==> config.mk <==
export PLATFORM = sky130hd
export DESIGN_NAME = ga23_tile_fetch
export DESIGN_NICKNAME = d
export VERILOG_FILES = /design/src/rtl/ga23_pkg.sv /design/src/rtl/ga23_tile_fetch.sv
export SDC_FILE = /design/constraint.sdc
export NUM_CORES = 1
export LEC_CHECK = 0
export CAP_MARGIN = 20
export CORE_ASPECT_RATIO = 1.25
export CORE_MARGIN = 8
export CORE_UTILIZATION = 51
export CTS_CLUSTER_DIAMETER = 150
export DETAILED_ROUTE_END_ITERATION = 8
export GPL_TIMING_DRIVEN = 0
export PLACE_DENSITY = 0.85
export SETUP_SLACK_MARGIN = 0.3
export SKIP_LAST_GASP = 1
export SLEW_MARGIN = 20
export SYNTH_ARGS = -nofsm -noshare
export SYNTH_HDL_FRONTEND = slang
export SYNTH_SLANG_ARGS = --single-unit
==> constraint.sdc <==
create_clock -name clk -period 4.74 [get_ports clk]
set_input_delay 0.474 -clock clk [delete_from_list [all_inputs] [get_ports clk]]
set_output_delay 0.474 -clock clk [all_outputs]
set_load 0.01 [all_outputs]
==> src/rtl/ga23_pkg.sv <==
// Shared types and constants for the GA23 tile fetch path.
package ga23_pkg;

  // Bit positions inside the tilemap attribute word (word 1).
  localparam int unsigned ATTR_PAL_LSB   = 0;
  localparam int unsigned ATTR_PRIO_LSB  = 4;
  localparam int unsigned ATTR_FLIPX_BIT = 6;
  localparam int unsigned ATTR_FLIPY_BIT = 7;

  // Legacy state encodings, kept as named constants for code that
  // still compares against raw state values.
  localparam logic [2:0] ST_IDLE  = 3'd0;
  localparam logic [2:0] ST_ATTR0 = 3'd1;
  localparam logic [2:0] ST_ATTR1 = 3'd2;
  localparam logic [2:0] ST_ROM   = 3'd3;
  localparam logic [2:0] ST_READY = 3'd4;

  typedef enum logic [2:0] {
    FS_IDLE  = ST_IDLE,
    FS_ATTR0 = ST_ATTR0,
    FS_ATTR1 = ST_ATTR1,
    FS_ROM   = ST_ROM,
    FS_READY = ST_READY
  } fetch_state_t;

  typedef struct packed {
    logic       flip_y;
    logic       flip_x;
    logic [1:0] prio;
    logic [3:0] palette;
  } tile_attr_t;

  // Unpack the low byte of an attribute word.
  function automatic tile_attr_t decode_attr(input logic [7:0] w);
    tile_attr_t a;
    a.palette = w[ATTR_PAL_LSB +: 4];
    a.prio    = w[ATTR_PRIO_LSB +: 2];
    a.flip_x  = w[ATTR_FLIPX_BIT];
    a.flip_y  = w[ATTR_FLIPY_BIT];
    return a;
  endfunction

endpackage

==> src/rtl/ga23_tile_fetch.sv <==
// Per-layer tile fetch sequencer: VRAM code/attr read, ROM row fetch,
// and one load pulse per 8-pixel slot into the layer's pixel shifter.
module ga23_tile_fetch
  import ga23_pkg::*;
#(
  parameter int unsigned TILES_PER_LINE = 42
) (
  input  logic        clk,
  input  logic        reset,
  input  logic        ce_pix,
  input  logic        line_start,
  input  logic [8:0]  vcnt,
  input  logic        vblank,
  input  logic        enable,
  input  logic [9:0]  scroll_x,
  input  logic [9:0]  scroll_y,
  input  logic [1:0]  map_sel,
  output logic        vram_req,
  output logic [14:0] vram_addr,
  input  logic        vram_ack,
  input  logic [15:0] vram_data,
  output logic        rom_req,
  output logic [20:0] rom_addr,
  input  logic        rom_ack,
  input  logic [31:0] rom_data,
  output logic        sh_load,
  output logic        sh_reverse,
  output logic [31:0] sh_row,
  output logic [3:0]  sh_palette,
  output logic [1:0]  sh_prio,
  output logic [2:0]  sh_offset,
  output logic        underrun
);

  localparam int unsigned TL_W = $clog2(TILES_PER_LINE + 1);
  localparam logic [TL_W-1:0] TL_INIT = TL_W'(TILES_PER_LINE);
  localparam logic [TL_W-1:0] TL_ONE  = TL_W'(1);

  fetch_state_t    state, state_n;
  logic            discard, discard_n;
  logic            start_fetch;
  logic            line_active;
  logic [2:0]      slot_cnt;
  logic [TL_W-1:0] tiles_left;
  logic [5:0]      col, col_n;
  logic [8:0]      yy;
  logic [1:0]      map_q;
  logic [13:0]     vbase;
  logic [15:0]     code_q;
  logic [2:0]      fy_q;
  tile_attr_t      attr_q;
  logic [31:0]     row_q;

  logic ls, boundary, busy, ack_now, fetch_ok, more_tiles;
  logic unused_bits;

  assign unused_bits = ^{scroll_x[9], scroll_y[9], attr_q.flip_y};

  // Requests are pure state decodes; the fetch address is frozen in vbase
  // and code_q/fy_q so it cannot move while a handshake is open.
  assign vram_req  = (state == FS_ATTR0) || (state == FS_ATTR1);
  assign vram_addr = {vbase, (state == FS_ATTR1)};
  assign rom_req   = (state == FS_ROM);
  assign rom_addr  = {code_q, fy_q, 2'b00};

  // Slot timing and handshake qualifiers.
  always_comb begin
    ls         = line_start & ce_pix;
    boundary   = ce_pix & (slot_cnt == 3'd7) & line_active &
                 (tiles_left != '0) & ~line_start;
    busy       = (state == FS_ATTR0) || (state == FS_ATTR1) || (state == FS_ROM);
    ack_now    = 1'b0;
    case (state)
      FS_ATTR0, FS_ATTR1: ack_now = vram_ack;
      FS_ROM:             ack_now = rom_ack;
      default:            ack_now = 1'b0;
    endcase
    fetch_ok   = line_active & (tiles_left != '0) & enable;
    more_tiles = line_active & (tiles_left > TL_ONE) & enable;
    col_n      = boundary ? col + 6'd1 : col;
  end

  // Next-state: normal handshake progression, then discarded-fetch
  // completion, then slot boundary / line abort which take priority.
  // An open handshake is never cut short; it is marked for discard and the
  // FSM restarts once its ack lands.
  always_comb begin
    state_n     = state;
    discard_n   = discard;
    start_fetch = 1'b0;
    case (state)
      FS_IDLE:  if (fetch_ok) begin
                  state_n     = FS_ATTR0;
                  start_fetch = 1'b1;
                end
      FS_ATTR0: if (vram_ack) state_n = FS_ATTR1;
      FS_ATTR1: if (vram_ack) state_n = FS_ROM;
      FS_ROM:   if (rom_ack)  state_n = FS_READY;
      default:  state_n = state;
    endcase
    if (busy && discard && ack_now) begin
      discard_n = 1'b0;
      if (fetch_ok) begin
        state_n     = FS_ATTR0;
        start_fetch = 1'b1;
      end else begin
        state_n     = FS_IDLE;
        start_fetch = 1'b0;
      end
    end
    if (ls || boundary) begin
      if (busy && !ack_now) begin
        discard_n   = 1'b1;
        state_n     = state;
        start_fetch = 1'b0;
      end else begin
        discard_n = 1'b0;
        if (boundary && more_tiles) begin
          state_n     = FS_ATTR0;
          start_fetch = 1'b1;
        end else begin
          state_n     = FS_IDLE;
          start_fetch = 1'b0;
        end
      end
    end
  end

  // Line latches, slot counter, fetch staging and shifter outputs.
  always_ff @(posedge clk) begin
    if (reset) begin
      state       <= FS_IDLE;
      discard     <= 1'b0;
      line_active <= 1'b0;
      slot_cnt    <= '0;
      tiles_left  <= '0;
      col         <= '0;
      yy          <= '0;
      map_q       <= '0;
      vbase       <= '0;
      code_q      <= '0;
      fy_q        <= '0;
      attr_q      <= '0;
      row_q       <= '0;
      sh_load     <= 1'b0;
      sh_reverse  <= 1'b0;
      sh_row      <= '0;
      sh_palette  <= '0;
      sh_prio     <= '0;
      sh_offset   <= '0;
      underrun    <= 1'b0;
    end else begin
      state   <= state_n;
      discard <= discard_n;

      if (ls) begin
        col         <= scroll_x[8:3];
        yy          <= vcnt + scroll_y[8:0];
        map_q       <= map_sel;
        sh_offset   <= scroll_x[2:0];
        slot_cnt    <= '0;
        tiles_left  <= TL_INIT;
        line_active <= ~vblank;
      end else begin
        if (ce_pix)   slot_cnt   <= slot_cnt + 3'd1;
        if (boundary) tiles_left <= tiles_left - TL_ONE;
        col <= col_n;
      end

      if (start_fetch) vbase <= {map_q, yy[8:3], col_n};

      if (state == FS_ATTR0 && vram_ack) code_q <= vram_data;
      if (state == FS_ATTR1 && vram_ack) begin
        attr_q <= decode_attr(vram_data[7:0]);
        fy_q   <= yy[2:0] ^ {3{vram_data[ATTR_FLIPY_BIT]}};
      end
      if (state == FS_ROM && rom_ack && !discard) row_q <= rom_data;

      sh_load  <= boundary;
      underrun <= boundary & enable & (state != FS_READY);
      if (boundary) begin
        if (enable && state == FS_READY) begin
          sh_row     <= row_q;
          sh_palette <= attr_q.palette;
          sh_prio    <= attr_q.prio;
          sh_reverse <= attr_q.flip_x;
        end else begin
          sh_row     <= '0;
          sh_palette <= '0;
          sh_prio    <= '0;
          sh_reverse <= 1'b0;
        end
      end
    end
  end

endmodule

== Yosys cells after proc, flatten, opt, wreduce, memory -nomap -nowiden ==
Cells that the tools add are included.
Word-level totals
  flip-flop bits (word level): 147
  input bits: 87
  output and inout port bits: 82
  word-level logic and storage cells: 103
Operators by class
  add/sub/neg operators: 4
  magnitude comparators: 1
  equal/unequal tests: 11
  multiplexer cells: 28
  bitwise gates (word level): 14
  reduce and logical (&&, ||, !) cells: 22
Operators with widths (number)
  $mux 32: 1
  $mux 6: 4
  $mux 3: 7
  $mux 1: 12
  $pmux 3 s4: 1
  $reduce_bool 6->1: 2
  $and 1x1->1: 11
  $add 9x9->9: 1
  $logic_and 1x1->1: 9
  $ne 4x1->1 const B: 2
  $add 6x1->6 const B: 1
  $eq 3x2->1 const B: 2
  $eq 3x3->1 const B: 2
  $gt 6x1->1 const B: 1
  $reduce_and 6->1: 1
  $sub 6x1->6 const B: 1
  $mux 4: 1
  $ne 4x2->1 const B: 1
  $ne 4x4->1 const B: 1
  $reduce_bool 2->1: 2
  $reduce_or 2->1: 2
  $add 3x1->3 const B: 1
  $eq 3x1->1 const B: 1
  $logic_not 3->1: 1
  8 further kinds: 12

== Longest topological paths before layout ==
  word-level depth: 9
  depth in mapped cells: 9
  mapped depth without buffers: 8

== Worst setup path after synthesis ==
Ideal clock, no wire load.
  kind: register -> register
  from: register slot_cnt[0]
  to: register sh_prio[0]
  setup time: 0.059 ns
  arrival time: 1.868 ns
  data required time: 4.681 ns
  path slack: 2.813 ns
  stages on the path, launching flop included: 10
  path buffers: 2
  period minus slack after synthesis: 1.927 ns
  cells stage by stage: dfxtp_1 > ha_1 > ha_1 > nand4b_2 > a21oi_4 > nand3b_1 > nor4b_2 > buf_2 > buf_6 > a22o_1
On the way
  longest elaborated chain between the ends: 5
Ends and longest elaborated chain
  from (decl): line ga23_tile_fetch.sv:43  | logic [2:0] slot_cnt;
  from (signal assigned): line ga23_tile_fetch.sv:165  | if (ce_pix) slot_cnt <= slot_cnt + 3'd1;
  $eq 3x3->1: line ga23_tile_fetch.sv:69  | boundary = ce_pix & (slot_cnt == 3'd7) & line_active &
  $and 1x1->1 (3 in series): line ga23_tile_fetch.sv:69
  $and 1x1->1: line ga23_tile_fetch.sv:70  | (tiles_left != '0) & ~line_start;
  to (signal assigned): line ga23_tile_fetch.sv:185  | sh_prio <= attr_q.prio;
  to (decl): line ga23_tile_fetch.sv:30  | output logic [1:0] sh_prio,
No other way between the ends.
A chain may end at the register's enable or synchronous reset.

== Final worst setup path ==
  from: register state[1]
  to: output vram_addr[0]
On the way
  longest elaborated chain between the ends: 1
Ends and longest elaborated chain
  from (decl): line ga23_tile_fetch.sv:39  | fetch_state_t state, state_n;
  from (signal assigned): line ga23_tile_fetch.sv:153  | state <= state_n;
  $eq 3x2->1: line ga23_tile_fetch.sv:62  | assign vram_addr = {vbase, (state == FS_ATTR1)};
  to (decl): line ga23_tile_fetch.sv:19  | output logic [14:0] vram_addr,
No other way between the ends.

==> results list <==
- Result of the run: complete, no violations
* Maximum clock path buffer count: 2
- Number of unique standard cell types used by synthesis: 57
* Crit path launch type: register
- Launch instance of the worst register-to-register path: slot_cnt[0]
- The H-tree was split into 4 levels.
- Site Rows: 44
- Worst supply voltage drop on vdd: 0.0002091 V
- Fraction of final layout cells with drive strength greater than 1: 7.126%
- From bottom edge to top edge, the die measures 136.2 um.
- Type of element capturing the critical path: primary output
- For this block, the routed nets add up to 16960 um of wire.
* Maximum Capacitance Violations: 0
- After the first detailed-routing iteration, the DRC count stood at 261.
- Switching share of power: 25.40%
* Count of cells resized by post-cts repair: 0
- For this run, the slowest stage of the critical path takes 0.64 ns.
* TritonCTS sink count: 147
* Final non-filler cell area: 8278 um2
- Post-Syn Area: 5899 um2
* Root cell of the clock tree: clkbuf_16
* Internal power: 2164 uW
- After detailed routing, the number of remaining DRC violations is 0.
* GRT Residual Overflow: 0
- Together, buffers and inverters on the worst path number 3.
- Number of pins exceeding their max-slew limit in the final report: 0
- Combined global-route utilization of all metal layers: 21.93%
- Clk Latency, worst-skew pair: 0.43 ns
- Routability-driven placement finished with a final weighted congestion of 0.9352.
- Flip-flop and latch area: 2943 um2
* Post-Route Setup TNS: 0 ns
- Counting the fill cells in the layout gives 832.
* Sequential-to-total area share from yosys stat: 49.88%
* Proportion of register bits with asynchronous set or reset after synthesis: 0%
- Part of the total power dissipated in the clock network: 45.3%
- The startpoint identified for the worst hold timing path is ce_pix.
- Pin count of the biggest net entering global routing: 17
- Initial antenna violation count: 0
- Leakage dissipation: 0.002964 uW
- Wire length per cell: 17.07 um
- DR vias: 5490
- Number of setup buffers added after CTS: 0
* Classification of the worst setup path: register to primary output
- In this run the power spent charging and discharging nets is 736.6 uW.
- At the pin with the least slew margin, the transition time is 0.6546 ns.
* Family of cells with the greatest summed delay on the critical path: buffers and inverters
* Combinational share of power: 10.5%
* Clock tree from TritonCTS: built
* Final HPWL DP: 12780 um
- Of all nets on the critical path, the largest fanout is 10.
- Headroom to the max-slew limit came out at 56.02%.
* Post-synthesis sequential element count: 147
* Routed via count divided by cell count: 5.523
- Measured on the finished design, the core utilization comes to 72.29%.
- Total power per unit cell area: 350.4 nW/um2
- Share of total power in sequential cells: 44.1%
- CTS Buf Count: 17
* Clock Skew: 0.02025 ns
* Final count of negative-setup-slack endpoints: 0
* Via count of the first global-routing pass: 5571
* Number of nets still failing antenna checks after routing: 0
* Instance count of the mapped netlist: 661
- Top flip-flop cell by instance count after synthesis: dfxtp_1
- Data arrival time of the critical path: 2.19 ns
* Post-layout min period: 2.663 ns
* Std-Cell Core Area: 11450 um2
- Setup repair after global routing missed its margin: false
- Overall die area: 15290 um2
* Number of search-and-repair iterations in the first detailed-routing pass: 5
* Synthesis warning total: 0
- The first global-routing pass estimated 27180 um of wire.
- Final critical-path share of the clock period: 56.18%
- Area growth syn-to-layout: 40.32%
- Count of nets after finishing: 944
- Buffers inserted to repair hold after CTS numbered 0.
- Initial cell density of the core: 51.52%
- Number of inserted diodes: 0
- Counting flops with a built-in enable in the synthesized netlist gives 0.
* Sequence of cells on the critical path: clkbuf_2 > buf_2 > nor3b_1 > clkdlybuf4s50_1
- Mean post-synth cell area: 8.925 um2
- 169 I/O pins were placed.
- The final hold violation count is 0.
- Port Buffer Count: 162
- Classification of the worst-slack hold path: primary input to register
* Startpoint of the worst setup timing path: state[1]
* Slowest cell on crit path: clkdlybuf4s50_1
* Max Fclk: 375.5 MHz
- Data on the critical path is required at its endpoint by 4.27 ns.
- In this run the horizontal extent of the chip is 112.2 um.
- Summing all placed instances gives a cell area of 7697 um2.
* Clock slew at reported path FFs: 0.06 ns
- The multi-input combinational cells in the finished layout cover a total of 2716 um2.
[flip-flops by register name, summed over array words and instances (netlist names), 3 cells and up]
signal      flops
attr_q          7
code_q         16
col             6
fy_q            3
row_q          32
sh_offset       3
sh_palette      4
sh_row         32
slot_cnt        3
state           3
tiles_left      6
vbase          14
yy              9
[area by class of cell]
cell class	count	share of cell area [%]
Tap cell	138	2.086
Timing Repair Buffer	162	19.59
Buffer	45	2.494
Clock inverter	14	1.708
Inverter	10	0.4534
Sequential cell	147	35.55
Multi-Input combinational cell	460	32.81
Clock buffer	18	5.305
[cells in the mapped netlist (2+ instances only)]
cell type,number,area (um2)
dfxtp_1,147,2943
nand2_1,142,533.0
a21oi_1,87,435.4
a22o_1,39,341.6
nor2_1,30,112.6
clkbuf_1,28,105.1
a211oi_1,20,150.1
nand3_1,20,100.1
ha_1,13,162.7
xnor2_1,12,105.1
o21ai_0,11,55.05
inv_1,10,37.54
buf_2,8,40.04
nor3_1,8,40.04
xor2_1,7,61.31
mux2i_1,4,40.04
nand2b_1,4,25.02
nand3b_1,4,30.03
nand4_1,4,25.02
nor2b_1,4,25.02
a21o_1,3,22.52
and2_1,3,18.77
buf_1,3,11.26
buf_4,3,22.52
o211ai_1,3,22.52
o21a_1,3,22.52
a211oi_2,2,25.02
a21oi_2,2,17.52
a22o_2,2,20.02
a31oi_1,2,12.51
buf_6,2,22.52
nand4b_1,2,17.52
nor3b_1,2,15.01
o21bai_1,2,15.01
o221ai_1,2,17.52
or3_1,2,12.51
[layer usage]
layer | GRT usage (%) | routed length [um]
met1 | 24.02 | 6991
met2 | 38.92 | 8437
met3 | 6.978 | 1234
met4 | 8.264 | 299
met5 | 0 | 0
[power by group through the flow]
stage / sequential, uW / combinational, uW / clock (uW)
after CTS: 1280 / 303 / 1330
after detailed placement: 1310 / 299 / 0
after global placement: 1300 / 293 / 0
final: 1280 / 305 / 1310
after floorplan: 1310 / 155 / 0
after global routing: 1280 / 332 / 1390
[tightest hold or removal path: cells and delay by family]
kind / cells / cell delay (ns)
simple gates: 1 / 0.07
buf+inv: 1 / 0.16
mux: 1 / 0.09
[stage by stage]
step | power, uW | setup WS, ns | std cells | hold slack [ns]
finish | 2900 | 2.077 | 994 | 0.4092
global placement | 1598 | 2.108 | 962 | 0.4400
floorplan | 1462 | 2.813 | 662 | 0.4321
CTS | 2909 | 2.119 | 994 | 0.3958
global route | 3000 | 1.976 | 994 | 0.4075
detailed placement | 1606 | 2.088 | 962 | 0.4460
[worst paths after layout]
path / end / slack (ns) / depth (start not counted)
max reg2reg: sh_row[29] / 2.41 / 9
min: slot_cnt[2] / 0.41 / 3
max: vram_addr[0] / 2.08 / 4
min reg2reg: code_q[7] / 0.45 / 2
[kinds of logic (layout without fill, tap and decap cells)]
kind of cell | after synthesis | count (layout) | share of synthesized area [%]
AO/OA/AOI/OAI | 188 | 188 | 21.42
XOR/XNOR | 19 | 19 | 2.821
adder cells (fa/ha/maj) | 14 | 14 | 3.097
buffers and inverters | 55 | 249 | 4.136
flip-flops | 147 | 147 | 49.88
multiplexers | 4 | 4 | 0.6787
other | 1 | 2 | 0.06357
AND/OR/NAND/NOR | 233 | 233 | 17.90
[cell usage in the layout (no fill, tap or decap), types with 8 or more instances in the layout]
master           count
a211oi_1            20
a21oi_1             87
a22o_1              39
buf_2                8
clkbuf_1            28
clkbuf_16           17
clkdlybuf4s50_1    162
dfxtp_1            147
ha_1                13
inv_1               10
nand2_1            142
nand3_1             20
nor2_1              30
nor3_1               8
o21ai_0             11
xnor2_1             12
Power figures use the tool's default switching activity.
